`src/rtl/scope_control_fsm.sv`:
```
// ---------------------------------------------------------------------------
// scope_control_fsm
//
// Front-panel control state machine. Consumes one-cycle press pulses from the
// UP / DOWN / CENTER button debouncers and maintains the user-adjustable
// acquisition settings (timebase, volts/div, trigger level, trigger edge)
// through a BROWSE/EDIT menu with an inactivity timeout in EDIT.
//
// Ports:
//   CLK            in   system clock, rising edge
//   RESET_N        in   synchronous active-low reset
//   BTN_UP_DB      in   one-cycle press pulse, UP
//   BTN_DOWN_DB    in   one-cycle press pulse, DOWN
//   BTN_CENTER_DB  in   one-cycle press pulse, CENTER
//   SEL            out  selected item: 0 timebase, 1 volts/div, 2 trig lvl, 3 edge
//   EDIT_MODE      out  1 = EDIT, 0 = BROWSE
//   TIMEBASE       out  timebase index 0..TB_MAX
//   VOLT_DIV       out  volts/div index 0..VD_MAX
//   TRIG_LEVEL     out  trigger threshold
//   TRIG_EDGE      out  1 rising, 0 falling
//   PARAM_UPDATE   out  one-cycle pulse when a setting changed value
// All outputs are registered.
// ---------------------------------------------------------------------------
module scope_control_fsm #(
   parameter int TRIG_W         = 12,
   parameter int TRIG_STEP      = 64,
   parameter int TRIG_DEFAULT   = 2048,
   parameter int TB_MAX         = 7,
   parameter int TB_DEFAULT     = 3,
   parameter int VD_MAX         = 5,
   parameter int VD_DEFAULT     = 2,
   parameter int TIMEOUT_CYCLES = 200000000
) (
   input  logic              CLK,
   input  logic              RESET_N,
   input  logic              BTN_UP_DB,
   input  logic              BTN_DOWN_DB,
   input  logic              BTN_CENTER_DB,
   output logic [1:0]        SEL,
   output logic              EDIT_MODE,
   output logic [2:0]        TIMEBASE,
   output logic [2:0]        VOLT_DIV,
   output logic [TRIG_W-1:0] TRIG_LEVEL,
   output logic              TRIG_EDGE,
   output logic              PARAM_UPDATE
);

   // Counter only has to hold 0..TIMEOUT_CYCLES-1.
   localparam int CNT_W = (TIMEOUT_CYCLES > 2) ? $clog2(TIMEOUT_CYCLES) : 1;

   localparam logic [CNT_W-1:0]  CNT_LAST  = CNT_W'(TIMEOUT_CYCLES - 1);
   localparam logic [2:0]        TB_TOP    = 3'(TB_MAX);
   localparam logic [2:0]        VD_TOP    = 3'(VD_MAX);
   localparam logic [TRIG_W-1:0] TRIG_MAXV = '1;
   localparam logic [TRIG_W-1:0] TRIG_STPV = TRIG_W'(TRIG_STEP);
   // Thresholds compared before stepping so the add/subtract never wraps.
   localparam logic [TRIG_W-1:0] TRIG_HI   = TRIG_MAXV - TRIG_STPV;

   typedef enum logic {
      ST_BROWSE = 1'b0,
      ST_EDIT   = 1'b1
   } state_t;

   state_t            state_q, state_d;
   logic [1:0]        sel_q, sel_d;
   logic [2:0]        tb_q, tb_d;
   logic [2:0]        vd_q, vd_d;
   logic [TRIG_W-1:0] trig_q, trig_d;
   logic              edge_q, edge_d;
   logic              upd_q, upd_d;
   logic [CNT_W-1:0]  cnt_q, cnt_d;

   logic up_acc, dn_acc;

   // CENTER masks UP/DOWN; UP together with DOWN cancels out.
   assign up_acc = !BTN_CENTER_DB && BTN_UP_DB && !BTN_DOWN_DB;
   assign dn_acc = !BTN_CENTER_DB && BTN_DOWN_DB && !BTN_UP_DB;

   always_ff @(posedge CLK) begin
      if (!RESET_N) begin
         state_q <= ST_BROWSE;
         sel_q   <= 2'd0;
         tb_q    <= 3'(TB_DEFAULT);
         vd_q    <= 3'(VD_DEFAULT);
         trig_q  <= TRIG_W'(TRIG_DEFAULT);
         edge_q  <= 1'b1;
         upd_q   <= 1'b0;
         cnt_q   <= '0;
      end else begin
         state_q <= state_d;
         sel_q   <= sel_d;
         tb_q    <= tb_d;
         vd_q    <= vd_d;
         trig_q  <= trig_d;
         edge_q  <= edge_d;
         upd_q   <= upd_d;
         cnt_q   <= cnt_d;
      end
   end

   always_comb begin
      state_d = state_q;
      sel_d   = sel_q;
      tb_d    = tb_q;
      vd_d    = vd_q;
      trig_d  = trig_q;
      edge_d  = edge_q;
      upd_d   = 1'b0;
      cnt_d   = '0;

      case (state_q)
         ST_BROWSE: begin
            if (BTN_CENTER_DB)  state_d = ST_EDIT;
            else if (up_acc)    sel_d   = sel_q + 2'd1;
            else if (dn_acc)    sel_d   = sel_q - 2'd1;
         end

         ST_EDIT: begin
            if (BTN_CENTER_DB) begin
               state_d = ST_BROWSE;
            end else if (up_acc || dn_acc) begin
               // Accepted press: adjust selected item, restart timeout.
               // A press in the timeout cycle lands here and wins.
               case (sel_q)
                  2'd0: begin
                     if (up_acc && tb_q != TB_TOP) begin
                        tb_d  = tb_q + 3'd1;
                        upd_d = 1'b1;
                     end else if (dn_acc && tb_q != 3'd0) begin
                        tb_d  = tb_q - 3'd1;
                        upd_d = 1'b1;
                     end
                  end
                  2'd1: begin
                     if (up_acc && vd_q != VD_TOP) begin
                        vd_d  = vd_q + 3'd1;
                        upd_d = 1'b1;
                     end else if (dn_acc && vd_q != 3'd0) begin
                        vd_d  = vd_q - 3'd1;
                        upd_d = 1'b1;
                     end
                  end
                  2'd2: begin
                     if (up_acc) begin
                        trig_d = (trig_q > TRIG_HI) ? TRIG_MAXV : trig_q + TRIG_STPV;
                     end else begin
                        trig_d = (trig_q < TRIG_STPV) ? '0 : trig_q - TRIG_STPV;
                     end
                     upd_d = (trig_d != trig_q);
                  end
                  default: begin
                     edge_d = !edge_q;
                     upd_d  = 1'b1;
                  end
               endcase
            end else if (cnt_q == CNT_LAST) begin
               state_d = ST_BROWSE;
            end else begin
               cnt_d = cnt_q + 1'b1;
            end
         end

         default: state_d = ST_BROWSE;
      endcase
   end

   assign SEL          = sel_q;
   assign EDIT_MODE    = (state_q == ST_EDIT);
   assign TIMEBASE     = tb_q;
   assign VOLT_DIV     = vd_q;
   assign TRIG_LEVEL   = trig_q;
   assign TRIG_EDGE    = edge_q;
   assign PARAM_UPDATE = upd_q;

endmodule

```
`config.mk`:
```
export PLATFORM = sky130hd
export DESIGN_NAME = scope_control_fsm
export DESIGN_NICKNAME = d
export VERILOG_FILES = /design/src/rtl/scope_control_fsm.sv
export SDC_FILE = /design/constraint.sdc
export NUM_CORES = 1
export LEC_CHECK = 0
export ABC_CLOCK_PERIOD_IN_PS = 4600
export CELL_PAD_IN_SITES_DETAIL_PLACEMENT = 0
export CELL_PAD_IN_SITES_GLOBAL_PLACEMENT = 1
export CORE_UTILIZATION = 45
export DETAILED_ROUTE_END_ITERATION = 8
export PLACE_DENSITY_LB_ADDON = 0.12
export SYNTH_ARGS = -nofsm -noshare
export SYNTH_HDL_FRONTEND = slang
export SYNTH_SLANG_ARGS = --single-unit
```
`constraint.sdc`:
```
create_clock -name CLK -period 4.6 [get_ports CLK]
set_clock_uncertainty 0.2 [all_clocks]
set_input_delay 1.38 -clock CLK [delete_from_list [all_inputs] [get_ports CLK]]
set_output_delay 1.38 -clock CLK [all_outputs]
set_load 0.03 [all_outputs]
```
==> run_results.csv, run 1 <==
group,metric,value,unit
timing,holdWs,0.2683,ns
floorplanning,die_w,80.43,um
detailed_routing,viasPerCell,5.325,
floorplanning,rows,28,
detailed_routing,wl,5.642,mm
detailed_routing,drt_pass1_iterations,6,
layout,num-nets-final,368,
pwr,leakage,1.014,nW
detailed_routing,drc_errors,0,
clock_network,cts_sinks,51,
clock_network,postCtsSetupRepairBufs,0,
logic_synthesis,synthFlopType,"dfxtp_1",
clock_network,cts_resized,0,
clock_network,cts_buffer_depth,2,
logic_synthesis,ys_seq_elements,51,
logic_synthesis,synthTopCellsByArea,"dfxtp_1 37%, nor2_1 7.1%, xnor2_1 7.0%",
grt,grt_overflow_total,0,
worst_setup_path,cp_top_family,"simple AND/OR/NAND/NOR gates",
worst_setup_path,crit_type,"input pin to flop",
worst_setup_path,cp.arrival,3.68,ns
pwr,vdd_ir_drop_max,0.0001357,V
logic_synthesis,ys_seq_area_share,36.89,%
logic_synthesis,ys_async_sr_fraction,0,%
logic_synthesis,synth_fp_nets,345,
clock_network,clk_pin_slew,0.09,ns
layout,n_antenna_cell,0,
detailed_routing,wire_per_inst,13.18,um
place,pre_cts_ws,0.5852,ns
grt,grt_pass1_vias,2055,
logic_synthesis,post-synth-top-area-fraction,36.89,%
floorplanning,die_h,80.43,um
logic_synthesis,synth-edff-count,0,
grt,grt_max_degree,28,
worst_setup_path,path_cells,"clkdlybuf4s50_1 -> nor3b_1 -> nand2_1 -> fa_1 -> a21o_1 -> a211oi_1 -> xnor2_1 -> nor2_1",
place,hpwlAfterDp,3.975,mm
detailed_routing,initialDrtViolationCount,55,
place,numPortBuffers,27,
clock_network,postCtsHoldBufs,0,
floorplanning,core_area,5921,um^2
worst_setup_path,reg2reg_setup_slack,2.15,ns
clock_network,clkLatencyLatePin,0.30,ns
grt,gr-usage-all-layers,18.89,%
floorplanning,die_area,6468,um^2
grt,grt_pass1_wl,9.487,mm
logic_synthesis,synth_cells,330,
timing,rsz0062_at_grt,"no",
worst_setup_path,cp.required,4.59,ns
timing,slew_violations,0,
logic_synthesis,avgSynthCellArea,8.387,um^2
logic_synthesis,synth_top_area_cell,"dfxtp_1",
clock_network,cts_root_buf,"clkbuf_8",
floorplanning,ios,28,
layout,syn2layout_area_growth,13.92,%
grt,grt_antenna_before_repair,0,
detailed_routing,vias,2279,
logic_synthesis,ys_warn_count,0,
timing,max_freq,270.8,MHz
worst_setup_path,crit_slowest_cell,"clkdlybuf4s50_1",
layout,fillers,592,
worst_setup_path,max_stage_delay,0.65,ns
place,dpl.cell_count,421,
clock_network,htreeDepth,2,
timing,fin_crit_sh,80.27,%
clock_network,cts_buffers,5,
run_status,status,"complete, no violations",
worst_setup_path,critPathCaptureType,"flop",
timing,fin_crit,3.692,ns
detailed_routing,ant_nets,0,
floorplanning,initial_utilization,46.75,%
timing,setup_ws,0.9076,ns
logic_synthesis,synthDistinctLibCells,56,
logic_synthesis,ys_top_cells_by_count,"52 x nor2_1, 51 x dfxtp_1, 28 x nand2_1",
timing,final.setup.tns,0,ns
clock_network,cts_tree,"yes",
worst_setup_path,crit_buf_inv,1,
timing,setup_viol_count_final,0,
pwr,finalPower,0.8194,mW
layout,finalNonFillerCells,428,
hold_path,hold_path.class,"flop to flop",
layout,final_layout_size_suffix_gt1_share,4.816,%
worst_setup_path,path_max_fanout,10,
place,gp_congestion,0.8041,
logic_synthesis,netlist_area,2768,um^2
pwr,p_per_area,259.9,nW/um^2
timing,tightest_slew,0.5842,ns
timing,slew_headroom,60.73,%
logic_synthesis,synth.most_common_cell,"nor2_1",
worst_setup_path,start_kind,"input pin",
timing,hold_viol,0,
job,maxCapViolations,0,
[sequential cells by signal, summed over array words and instances (netlist names)]
signal,cells
cnt_q,28
TRIG_LEVEL,12
TIMEBASE,3
VOLT_DIV,3
SEL,2
EDIT_MODE,1
PARAM_UPDATE,1
TRIG_EDGE,1
[worst paths after layout]
| check | endpoint | cells after the start | start |
|---|---|---|---|
| hold / removal | cnt_q[0]$_SDFF_PP0_ | 1 | cnt_q[0]$_SDFF_PP0_ |
| setup reg to reg | cnt_q[19]$_SDFF_PP0_ | 7 | cnt_q[0]$_SDFF_PP0_ |
| hold reg to reg | cnt_q[0]$_SDFF_PP0_ | 1 | cnt_q[0]$_SDFF_PP0_ |
| setup / recovery | TIMEBASE[2]$_SDFFE_PN0P_ | 8 | BTN_UP_DB |
[routing by layer]
metal  vias up  track usage, %  part of all wire, %
met4         0           5.893                  1.3
li1       1187               -                    -
met3         5           3.068                  3.0
met1      1053           25.24                   50
met5         -               0                    0
met2        34           30.85                   46
[layout by cell type (no fill, tap or decap), types with 2 or more instances in the layout]
cell,count
nor2_1,52
dfxtp_1,51
nand2_1,28
clkdlybuf4s50_1,27
nand3_1,25
xnor2_1,22
xor2_1,13
a21oi_1,12
inv_1,10
nor3_1,9
ha_1,8
and3_1,7
nand4_1,7
nor4_1,6
o21ai_0,6
clkbuf_8,5
or3_1,4
o31ai_1,4
o21a_1,4
nand2b_1,3
nor2b_1,3
and4_1,3
a211oi_1,3
and2_1,3
buf_4,3
nand3b_1,2
a21o_1,2
nor4bb_1,2
fa_1,2
[logic make-up after synthesis]
group | count (synthesis) | share of synthesized area, %
simple gates | 166 | 30.83
xor+xnor | 35 | 11.08
fa+ha+maj | 10 | 5.063
flops | 51 | 36.89
buf+inv | 24 | 5.244
mux | 1 | 0.3617
compound gates | 43 | 10.53
[report_power, final]
| part | total, mW | switching, mW | leakage, nW | internal [mW] |
|---|---|---|---|---|
| registers | 0.450 | 0.00508 | 0.412 | 0.445 |
| clock network | 0.307 | 0.148 | 0.0502 | 0.159 |
| logic | 0.0625 | 0.0365 | 0.552 | 0.0261 |
| total | 0.819 | 0.190 | 1.01 | 0.630 |
[per-stage QoR]
| step | utilization (%) | area (um^2) |
|---|---|---|
| 2_1_floorplan | - | 2768 |
| 5_1_grt | 53.25 | 3153 |
| 6_report | 53.25 | 3153 |
| 3_5_place_dp | 51.46 | 3047 |
| 3_3_place_gp | 51.46 | 3047 |
| 4_1_cts | 53.25 | 3153 |
[layout make-up]
| type | instances | area, um^2 | area share (%) |
|---|---|---|---|
| Multi-Input combinational cell | 255 | 1602 | 50.79 |
| Sequential cell | 51 | 1021 | 32.38 |
| Timing Repair Buffer | 30 | 292.8 | 9.286 |
| Tap cell | 75 | 93.84 | 2.976 |
| Clock buffer | 5 | 68.82 | 2.183 |
| Clock inverter | 2 | 37.54 | 1.190 |
| Inverter | 10 | 37.54 | 1.190 |
Power figures use the tool's default switching activity.
==> run 2: changes to the inputs <==
Settings changed: ABC_CLOCK_PERIOD_IN_PS 4600 to 3300, CORE_UTILIZATION 45 to 39.
Clock period 4.6 ns to 3.3 ns, I/O delays scaled along.
==> run_results.csv, run 2 (same netlist as run 1, synthesis figures left out) <==
group,metric,value,unit
run_status,status,"complete, no violations",
clock_network,cts_root_buf,"clkbuf_8",
grt,grt_pass1_vias,2080,
clock_network,cts_sinks,51,
layout,largest_reg_flops,28,
layout,n_antenna_cell,0,
layout,layout_commonest_cell,"nor2_1",
grt,gr-usage-all-layers,16.42,%
grt,grt_max_degree,28,
detailed_routing,drc_errors,0,
floorplanning,initial_utilization,40.51,%
floorplanning,die_area,7437,um^2
grt,grt_overflow_total,0,
worst_setup_path,path_cells,"clkdlybuf4s50_1 -> nor3b_1 -> nand2_1 -> fa_1 -> a21o_1 -> a211oi_1 -> xnor2_1 -> nor2_1",
worst_setup_path,max_stage_delay,0.49,ns
clock_network,postCtsHoldBufs,0,
pwr,leakage,1.044,nW
worst_setup_path,rr_worst_depth,7,
clock_network,cts_buffer_depth,2,
detailed_routing,drt_pass1_iterations,4,
worst_setup_path,crit_slowest_cell,"clkdlybuf4s50_1",
layout,top_register,"cnt_q",
worst_setup_path,start_kind,"input pin",
layout,final-seq-area,1021,um^2
hold_path,hold_start,"cnt_q[0]$_SDFF_PP0_",
place,numPortBuffers,27,
timing,rsz0062_at_grt,"no",
detailed_routing,wire_per_inst,12.86,um
worst_setup_path,cp.arrival,2.97,ns
worst_setup_path,reg2reg_to,"PARAM_UPDATE$_SDFF_PP0_",
detailed_routing,initialDrtViolationCount,60,
detailed_routing,ant_nets,0,
floorplanning,core_area,6832,um^2
layout,final_layout_size_suffix_gt1_share,6.925,%
timing,fin_crit,2.963,ns
hold_path,hold_path.class,"flop to flop",
clock_network,htreeDepth,2,
worst_setup_path,cp-startpoint,"BTN_UP_DB",
clock_network,clkLatencyLatePin,0.30,ns
clock_network,clk_pin_slew,0.09,ns
clock_network,cts_tree,"yes",
worst_setup_path,crit_type,"input pin to flop",
floorplanning,rows,30,
pwr,p_per_area,343.6,nW/um^2
detailed_routing,viasPerCell,5.103,
layout,fillers,693,
detailed_routing,wl,5.879,mm
place,hpwlAfterDp,4.217,mm
floorplanning,ios,28,
timing,hold_viol,0,
timing,slew_headroom,56.09,%
hold_path,min_to,"cnt_q[0]$_SDFF_PP0_",
worst_setup_path,path_max_fanout,3,
layout,final_cell_mix,"52 x nor2_1, 51 x dfxtp_1, 28 x nand2_1",
timing,final.setup.tns,0,ns
hold_path,holdPathStages,1,
floorplanning,die_h,86.24,um
grt,grt_pass1_wl,9.798,mm
layout,syn2layout_area_growth,16.50,%
pwr,vdd_ir_drop_max,0.0001590,V
clock_network,cts_resized,0,
layout,post-route-util,47.20,%
place,gp_congestion,0.7887,
worst_setup_path,critPathCaptureType,"flop",
layout,multi_input_comb_area,1602,um^2
worst_setup_path,cp.required,3.30,ns
clock_network,cts_buffers,5,
timing,max_freq,337.5,MHz
timing,setup_viol_count_final,0,
job,maxCapViolations,0,
layout,num-nets-final,375,
timing,slew_violations,0,
clock_network,postCtsSetupRepairBufs,0,
worst_setup_path,reg2reg_setup_slack,0.79,ns
worst_setup_path,r2r_start,"TRIG_LEVEL[6]$_SDFFE_PN0P_",
timing,fin_crit_sh,89.79,%
detailed_routing,vias,2332,
floorplanning,die_w,86.24,um
timing,tightest_slew,0.6531,ns
grt,grt_antenna_before_repair,0,
-- run 2: changes by cell type in the layout (fill, tap and decap cells not counted) --
cell	change
buf_4	+7
bufinv_16	-1
clkbuf_8	+1
clkinv_4	+1
-- run 2: worst max-delay path by stage --
stage,to,cells after the start,slack (ns)
floorplan,TIMEBASE[2]$_SDFFE_PN0P_,9,0.24
global placement,TIMEBASE[2]$_SDFFE_PN0P_,8,0.05
detailed placement,TIMEBASE[2]$_SDFFE_PN0P_,8,0.02
CTS,TIMEBASE[2]$_SDFFE_PN0P_,8,0.34
global route,TIMEBASE[2]$_SDFFE_PN0P_,8,0.11
finish,TIMEBASE[2]$_SDFFE_PN0P_,8,0.34
-- run 2: layer usage --
layer / global-route usage (%) / vias up / share of wire [%]
met5: 0 / - / 0
met4: 4.091 / 0 / 0.31
met3: 2.857 / 2 / 2.5
met2: 26.91 / 26 / 47
met1: 22.45 / 1095 / 50
li1: - / 1209 / -
-- run 2: stage by stage --
step / instance area [um^2] / hold slack (ns) / setup slack [ns] / power, mW / instances
after floorplan: 2768 / 0.2294 / 0.2403 / 0.7030 / 330
after global placement: 3126 / 0.2457 / 0.05276 / 0.7358 / 449
after detailed placement: 3126 / 0.2540 / 0.02481 / 0.7361 / 449
after CTS: 3224 / 0.2776 / 0.3418 / 1.126 / 457
after global routing: 3224 / 0.3139 / 0.1081 / 1.159 / 457
final: 3224 / 0.2682 / 0.3369 / 1.108 / 457
-- run 2: critical path: cells and delay by family --
family | cells | cell delay (ns)
AO/OA/AOI/OAI | 2 | 0.46
XOR/XNOR | 1 | 0.16
adder cells (fa/ha/maj) | 1 | 0.39
buffers and inverters | 1 | 0.49
AND/OR/NAND/NOR | 3 | 0.48
-- run 2: power by group --
part / switching (mW) / total, mW / internal (mW)
Combinational: 0.0524 / 0.0938 / 0.0414
Clock: 0.215 / 0.387 / 0.172
Sequential: 0.00712 / 0.627 / 0.620
-- run 2: final cells by class --
| class | instances | share of cell area [%] |
|---|---|---|
| clock inverter | 2 | 0.5045 |
| multi-input combinational | 255 | 49.67 |
| sequential | 51 | 31.66 |
| timing repair buffer | 37 | 10.71 |
| inverter | 10 | 1.164 |
| clock buffer | 6 | 2.561 |
| tap | 96 | 3.725 |
